`config.mk`:
```
export PLATFORM = sky130hd
export DESIGN_NAME = uart_tx_arbiter
export DESIGN_NICKNAME = d
export VERILOG_FILES = /design/src/rtl/uart_tx_arbiter.sv
export SDC_FILE = /design/constraint.sdc
export NUM_CORES = 1
export LEC_CHECK = 0
export CORE_MARGIN = 4
export CORE_UTILIZATION = 45
export CTS_CLUSTER_DIAMETER = 60
export DETAILED_ROUTE_END_ITERATION = 12
export PLACE_DENSITY_LB_ADDON = 0.2
export SLEW_MARGIN = 30
export SYNTH_ARGS = -nofsm -noshare
export SYNTH_HDL_FRONTEND = slang
export SYNTH_SLANG_ARGS = --single-unit
```
`constraint.sdc`:
```
create_clock -name clk -period 2.2 [get_ports clk]
set_input_delay 0.22 -clock clk [delete_from_list [all_inputs] [get_ports clk]]
set_output_delay 0.22 -clock clk [all_outputs]
set_load 0.1 [all_outputs]
```
`src/rtl/uart_tx_arbiter.sv`:
```
// Round-robin arbiter that shares one UART transmitter among NREQ byte sources.
// It locks the grant across a packet, tracks the busy handshake and owns the baud select.
//
// state     | meaning
// IDLE      | arbitrate; baud select follows baud_cfg
// LOAD      | one-cycle tx_wr strobe, timeout counter cleared
// WAIT_BUSY | wait for tx_busy to rise, bounded by BUSY_TIMEOUT
// WAIT_DONE | wait for tx_busy to fall
// ACK       | ack pulse to the owner; keep or release the lock
module uart_tx_arbiter #(
    parameter int NREQ         = 4,
    parameter int BUSY_TIMEOUT = 16
) (
    input  logic              clk,
    input  logic              reset,
    input  logic [NREQ-1:0]   req,
    input  logic [8*NREQ-1:0] req_data,
    input  logic [NREQ-1:0]   req_last,
    input  logic [2:0]        baud_cfg,
    output logic [NREQ-1:0]   grant,
    output logic [NREQ-1:0]   ack,
    output logic              tx_en,
    output logic              tx_wr,
    output logic [7:0]        tx_data,
    input  logic              tx_busy,
    output logic [2:0]        tx_baud_select,
    output logic              err_timeout
);
    localparam int PW = (NREQ > 1) ? $clog2(NREQ) : 1;

    typedef enum logic [2:0] {
        S_IDLE, S_LOAD, S_WAIT_BUSY, S_WAIT_DONE, S_ACK
    } state_t;

    state_t          state, state_next;
    logic [PW-1:0]   ptr, winner, winner_inc, pick;
    logic [NREQ-1:0] pick_oh, winner_oh;
    logic            pick_vld, locked, last_q, timeout_hit;
    logic [7:0]      cnt;

    function automatic logic [PW-1:0] wrap_add(input logic [PW-1:0] base, input int offs);
        int s;
        s = int'(base) + offs;
        if (s >= NREQ) s = s - NREQ;
        return PW'(s);
    endfunction

    // Walk from the farthest offset back to ptr so the nearest request is written last.
    always_comb begin
        pick     = winner;
        pick_vld = 1'b0;
        if (locked) begin
            pick_vld = req[winner];
        end else begin
            for (int i = NREQ - 1; i >= 0; i--) begin
                if (req[wrap_add(ptr, i)]) begin
                    pick     = wrap_add(ptr, i);
                    pick_vld = 1'b1;
                end
            end
        end
    end

    assign pick_oh     = {{(NREQ-1){1'b0}}, 1'b1} << pick;
    assign winner_oh   = {{(NREQ-1){1'b0}}, 1'b1} << winner;
    assign winner_inc  = (winner == PW'(NREQ - 1)) ? '0 : winner + 1'b1;
    assign timeout_hit = (state == S_WAIT_BUSY) && !tx_busy && (cnt == 8'(BUSY_TIMEOUT - 1));

    always_ff @(posedge clk) begin
        if (reset) state <= S_IDLE;
        else       state <= state_next;
    end

    always_comb begin
        state_next = state;
        case (state)
            S_IDLE:      if (pick_vld) state_next = S_LOAD;
            S_LOAD:      state_next = S_WAIT_BUSY;
            S_WAIT_BUSY: begin
                if (tx_busy)          state_next = S_WAIT_DONE;
                else if (timeout_hit) state_next = S_IDLE;
            end
            S_WAIT_DONE: if (!tx_busy) state_next = S_ACK;
            S_ACK:       state_next = S_IDLE;
            default:     state_next = S_IDLE;
        endcase
    end

    always_comb begin
        tx_wr = (state == S_LOAD);
        tx_en = (state == S_LOAD) || (state == S_WAIT_BUSY) || (state == S_WAIT_DONE);
        ack   = (state == S_ACK) ? winner_oh : '0;
    end

    always_ff @(posedge clk) begin
        if (reset) begin
            ptr            <= '0;
            winner         <= '0;
            locked         <= 1'b0;
            last_q         <= 1'b0;
            grant          <= '0;
            cnt            <= '0;
            tx_data        <= 8'hFF;
            tx_baud_select <= 3'b111;
            err_timeout    <= 1'b0;
        end else begin
            case (state)
                S_IDLE: begin
                    tx_baud_select <= baud_cfg;
                    if (pick_vld) begin
                        winner  <= pick;
                        grant   <= pick_oh;
                        tx_data <= req_data[8*pick +: 8];
                        last_q  <= req_last[pick];
                    end
                end
                S_LOAD: cnt <= '0;
                S_WAIT_BUSY: begin
                    if (timeout_hit) begin
                        err_timeout <= 1'b1;
                        locked      <= 1'b0;
                        grant       <= '0;
                        ptr         <= winner_inc;
                    end else if (!tx_busy) begin
                        cnt <= cnt + 8'd1;
                    end
                end
                S_ACK: begin
                    if (last_q) begin
                        locked <= 1'b0;
                        grant  <= '0;
                        ptr    <= winner_inc;
                    end else begin
                        locked <= 1'b1;
                    end
                end
                default: ;
            endcase
        end
    end
endmodule

```
### Yosys cells after proc, flatten, opt, wreduce, memory -nomap -nowiden

Cells that the tools add are included.

* output and inout bits: 22
* register bits: 33
* bits of input ports: 46
* word-level logic and storage cells: 111

* shift-type cells: 3
* multiplexer cells: 50
* $add $sub $neg: 9
* magnitude comparators: 10
* equal/unequal tests: 13
* reduce and logical (&&, ||, !) cells: 16

Operators by type and width (number)
* $mux W2: 16
* $shiftx A32 B6 Y8: 1
* $lt A2 B3 Y1 const B: 6
* $mux W4: 4
* $mux W8: 2
* $pmux W8 S2: 1
* $mux W1: 13
* $bmux W1 S2: 6
* $mux W3: 4
* $ne A2 B2 Y1 const B: 6
* $pmux W3 S4: 1
* $pmux W4 S3: 1
* $ge A3 B3 Y1 const B: 3
* $reduce_and A3 Y1: 3
* $add A8 B1 Y8 const B: 1
* $eq A8 B4 Y1 const B: 1
* $shl A1 B2 Y4 const A: 2
* $sub A2 B1 Y2 const B: 4
* $add A2 B2 Y3 const B: 2
* $eq A3 B2 Y1 const B: 2
* $reduce_and A2 Y1: 3
* $pmux W2 S2: 1
* $reduce_and A4 Y1: 1
* $reduce_bool A2 Y1: 2
* 13 further kinds: 15

### Depth between registers and ports, before layout

* depth in word-level cells: 14
* gate-level depth with buffers: 8
* depth with buffers taken out: 7

### Worst setup path before layout

OpenSTA, ideal clock, no wires.

* path type: flip-flop to flip-flop
* start: register state[0]
* end: register cnt[7]
* slack: -0.294 ns
* library setup time: 0.121 ns
* cell stages (with the launch flop): 6
* period minus slack after synthesis: 2.494 ns
* path buffers: 0
* data required time: 2.079 ns
* arrival: 2.373 ns
* cells stage by stage: dfxtp_1 > nor3b_2 > nor2_2 > nor4_2 > xnor2_1 > nor2_1

* elaborated cells between the ends (all ways): 9
* those cells by class: 4 x eq/ne; 1 x mux; 4 x reduce/logical

RTL lines
* start: declaration: RTL line 35 `state_t state, state_next;`
* start signal: assignment: RTL line 71 `else state <= state_next;`
* $eq A3 B1 Y1 *
* named net tx_wr: RTL line 23 `output logic tx_wr,`
* $reduce_bool A2 Y1 (no source line)
* $reduce_and A3 Y1 (no source line)
* end signal: assignment: RTL line 125 `cnt <= cnt + 8'd1;`
* end: declaration: RTL line 39 `logic [7:0] cnt;`

Mark *: on every way through the listed nets, which the timed path passes. The rest lies on a longest branch.
A chain may end at the register's enable or synchronous reset.

### Worst setup path after layout

* start: input req[3]
* end: register tx_data[3]

* longest elaborated chain between the ends: 8
* elaborated cells between the ends (all ways): 22
* those cells by class: 1 x shift; 20 x mux; 1 x reduce/logical

RTL lines
* start: declaration: RTL line 16 `input logic [NREQ-1:0] req,`
* $bmux W1 S2: RTL line 56 `if (req[wrap_add(ptr, i)]) begin`
* $mux W1 (not written as such): RTL line 56
* $mux W2 or $mux W1 (tied branches) (4 in series): RTL line 56
* $mux W2 or $mux W1 (tied branches): RTL line 52 `if (locked) begin`
* $shiftx A32 B6 Y8 or $reduce_and A2 Y1 (tied branches)
* end signal: assignment: RTL line 113 `tx_data <= req_data[8*pick +: 8];`
* end: declaration: RTL line 24 `output logic [7:0] tx_data,`

Parallel ways exist; a longest one is shown, timed or not. The select of a mux whose other input is x is not followed.

==> flow_metrics.py <==
metrics = {
    "sta": {
        "drv_slew": 0,
        "relSlewSlack_pct": 61.6,
        "fin_crit_ps": 2040,
        "setup_violations": 0,
        "hold_ws_ps": 450,
        "max_freq_ghz": 0.489,
        "final_hold_viol_count": 0,
        "tns_ps": 0,
        "fin_crit_sh_pct": 92.9,
        "grt_setup_unrepaired": "no",
        "finClkSkew_ps": 8.98,
        "tightest_slew_ps": 573,
    },
    "critical_path": {
        "cp_max_fo": 8,
        "cpPeakStageDelay_ps": 510,
        "required_ps": 2360,
        "path_cells": "clkdlybuf4s50_1, mux4_2, o22ai_1, nand2b_2, nand2b_1, o211ai_1",
        "critical_path_class": "in -> reg",
        "critPathTopFamily": "simple AND/OR/NAND/NOR gates",
        "rr_worst_depth": 5,
        "cp-start-kind": "input port",
        "cp_num_buf_inv": 1,
        "cpMaxStageDelayCell": "clkdlybuf4s50_1",
        "crit_arrival_ps": 2200,
        "worst-path-stages": 6,
        "crit_path_end_kind": "flop",
    },
    "global_route": {
        "grt_pass1_vias": 2011,
        "grt_pass1_wl_mm": 9.15,
        "grt_usage_pct": 21.2,
        "grt_max_degree": 26,
        "overflow": 0,
        "antenna_found_initial": 0,
    },
    "outcome": {
        "status": "completed",
    },
    "finish": {
        "layout-drive-gt1-share_pct": 20.8,
        "layout_commonest_cell": "clkdlybuf4s50_1",
        "fill_cells": 331,
        "final_core_util_pct": 71.7,
        "layout_common_cells": "clkdlybuf4s50_1 (45), buf_4 (43), dfxtp_1 (33)",
        "antenna_cells": 0,
        "fin_nets": 368,
        "synthToLayoutAreaGrowth_pct": 48.9,
        "stdcell_count": 368,
    },
    "route": {
        "dr_total_vias": 2049,
        "drt_iter0_drc": 88,
        "ant_nets": 0,
        "drc_errors": 0,
        "wl_per_cell_um": 14.8,
        "vias_per_cell": 5.57,
        "wl_mm": 5.46,
        "dr.pass1.iters": 4,
    },
    "floorplan": {
        "initial_core_util_pct": 48.2,
        "die_area_um2": 5530,
        "die_y_um": 74.4,
        "core-area_um2": 4120,
        "std_cell_rows": 23,
        "fp.dieW_um": 74.4,
        "io_pins": 68,
    },
    "clock_tree": {
        "cts_sinks": 33,
        "postCtsHoldBufs": 0,
        "cts_root_buffer": "clkbuf_8",
        "cts-htree-levels": 2,
        "post_cts_buffers": 0,
        "numCtsBuffers": 5,
        "clockBufferDepth": 2,
        "clk_transition_reported_paths_ps": 70,
        "clkLatencyLatePin_ps": 280,
        "cts_resized": 0,
        "cts_tree": "done",
    },
    "placement": {
        "gp_congestion": 0.830,
        "place_hpwl_mm": 4.25,
        "portBuffers": 67,
        "dp_cells": 360,
    },
    "power": {
        "comb_power_share_pct": 42.5,
        "power.share.clock_pct": 25.8,
        "netSwitchingPower_w": 0.000915,
        "leakage_nw": 1.21,
        "peakVddDrop_v": 0.000622,
        "pwr-share-seq_pct": 31.7,
        "power_density_nw_per_um2": 765,
        "swShare_pct": 40.5,
        "intPower_w": 0.00134,
    },
    "synthesis": {
        "ys_types": 53,
        "ys_warn_count": 0,
        "synthesis.area_um2": 1980,
        "yosysSeqAreaShare_pct": 33.3,
        "synth_ff_type": "dfxtp_1",
        "syn-num-nets": 283,
        "synth-seq-cells": 33,
        "ys_async_sr_fraction_pct": 0,
        "postSynthCellCount": 232,
        "synth_edf_count": 0,
        "avgSynthCellArea_um2": 8.54,
    },
    "min_path": {
        "holdPathStages": 2,
        "holdCritPathClass": "reg -> reg",
    },
    "job": {
        "drv_cap": 0,
    },
}
==> final cells by class <==
class / instances / area, µm² / area share [%]
Sequential cell: 33 / 661 / 22.4
Inverter: 5 / 18.8 / 0.636
Clock inverter: 1 / 30.0 / 1.02
Multi-Input combinational cell: 180 / 1240 / 42.0
Tap cell: 50 / 62.6 / 2.12
Timing Repair Buffer: 92 / 853 / 28.9
Clock buffer: 7 / 86.3 / 2.92
==> final timing paths <==
path / startpoint / end / slack [ps]
worst min-delay path: grant[3] / grant[3] / 450
worst max-delay path: req[3] / tx_data[3] / 160
worst max register to register: winner[1] / tx_data[3] / 240
worst min register to register: grant[3] / grant[3] / 450
==> per-layer routing <==
metal	GRT usage, %	share of wire (%)
met1	27.7	45
met3	6.76	6.7
met5	0	0
met2	32.1	46
met4	9.49	1.5
==> logic make-up (layout without fill, tap and decap cells) <==
| group | count (synthesis) | after routing | synth area share (%) |
|---|---|---|---|
| adder cells (fa/ha/maj) | 5 | 5 | 3.16 |
| AO/OA/AOI/OAI | 69 | 69 | 25.1 |
| XOR/XNOR | 7 | 7 | 3.09 |
| AND/OR/NAND/NOR | 83 | 83 | 22.1 |
| buffers and inverters | 19 | 105 | 4.48 |
| multiplexers | 16 | 16 | 8.71 |
| flip-flops | 33 | 33 | 33.3 |
==> sequential cells by signal (all words and copies together) (netlist names) <==
signal          flops
cnt                 8
tx_data             8
grant               4
state               3
tx_baud_select      3
ptr                 2
winner              2
err_timeout         1
last_q              1
locked              1
==> through the flow <==
| step | setup WS, ps | area [µm²] | total power (W) |
|---|---|---|---|
| global route | 28.3 | 2950 | 0.00236 |
| floorplan | 109 | 1990 | 0.00140 |
| global placement | -13.9 | 2830 | 0.00167 |
| CTS | 198 | 2950 | 0.00227 |
| finish | 157 | 2950 | 0.00226 |
| detailed placement | -92.6 | 2830 | 0.00168 |
==> synthesized netlist by cell type (all sizes together) (3+ instances only) <==
master | number | area [µm²]
o211ai | 8 | 60.1
nand2 | 15 | 58.8
xor2 | 4 | 35.0
o21ai | 14 | 73.8
clkbuf | 3 | 11.3
ha | 5 | 62.6
a211o | 11 | 96.3
dfxtp | 33 | 661
nor2 | 26 | 100
nor2b | 3 | 18.8
nand3 | 9 | 45.0
and3 | 5 | 31.3
nand3b | 3 | 22.5
nor3 | 4 | 20.0
mux2i | 15 | 150
inv | 5 | 18.8
nand2b | 6 | 40.0
buf | 11 | 58.8
a21oi | 17 | 96.4
xnor2 | 3 | 26.3
==> power by group through the flow <==
stage	registers (W)	logic, W	clock network (W)
floorplan	0.00105	0.000344	0
global placement	0.000727	0.000944	0
detailed placement	0.000726	0.000955	0
CTS	0.000714	0.000960	0.000596
global route	0.000724	0.00101	0.000624
finish	0.000716	0.000959	0.000584
==> worst register-to-register path, delay by kind of cell (launching register included) <==
family           cells  cell delay, ps
AND/OR/NAND/NOR      2             530
AO/OA/AOI/OAI        2             430
multiplexers         1             510
flip-flops           1             360
Note: power is estimated with default switching activity, not from simulation.
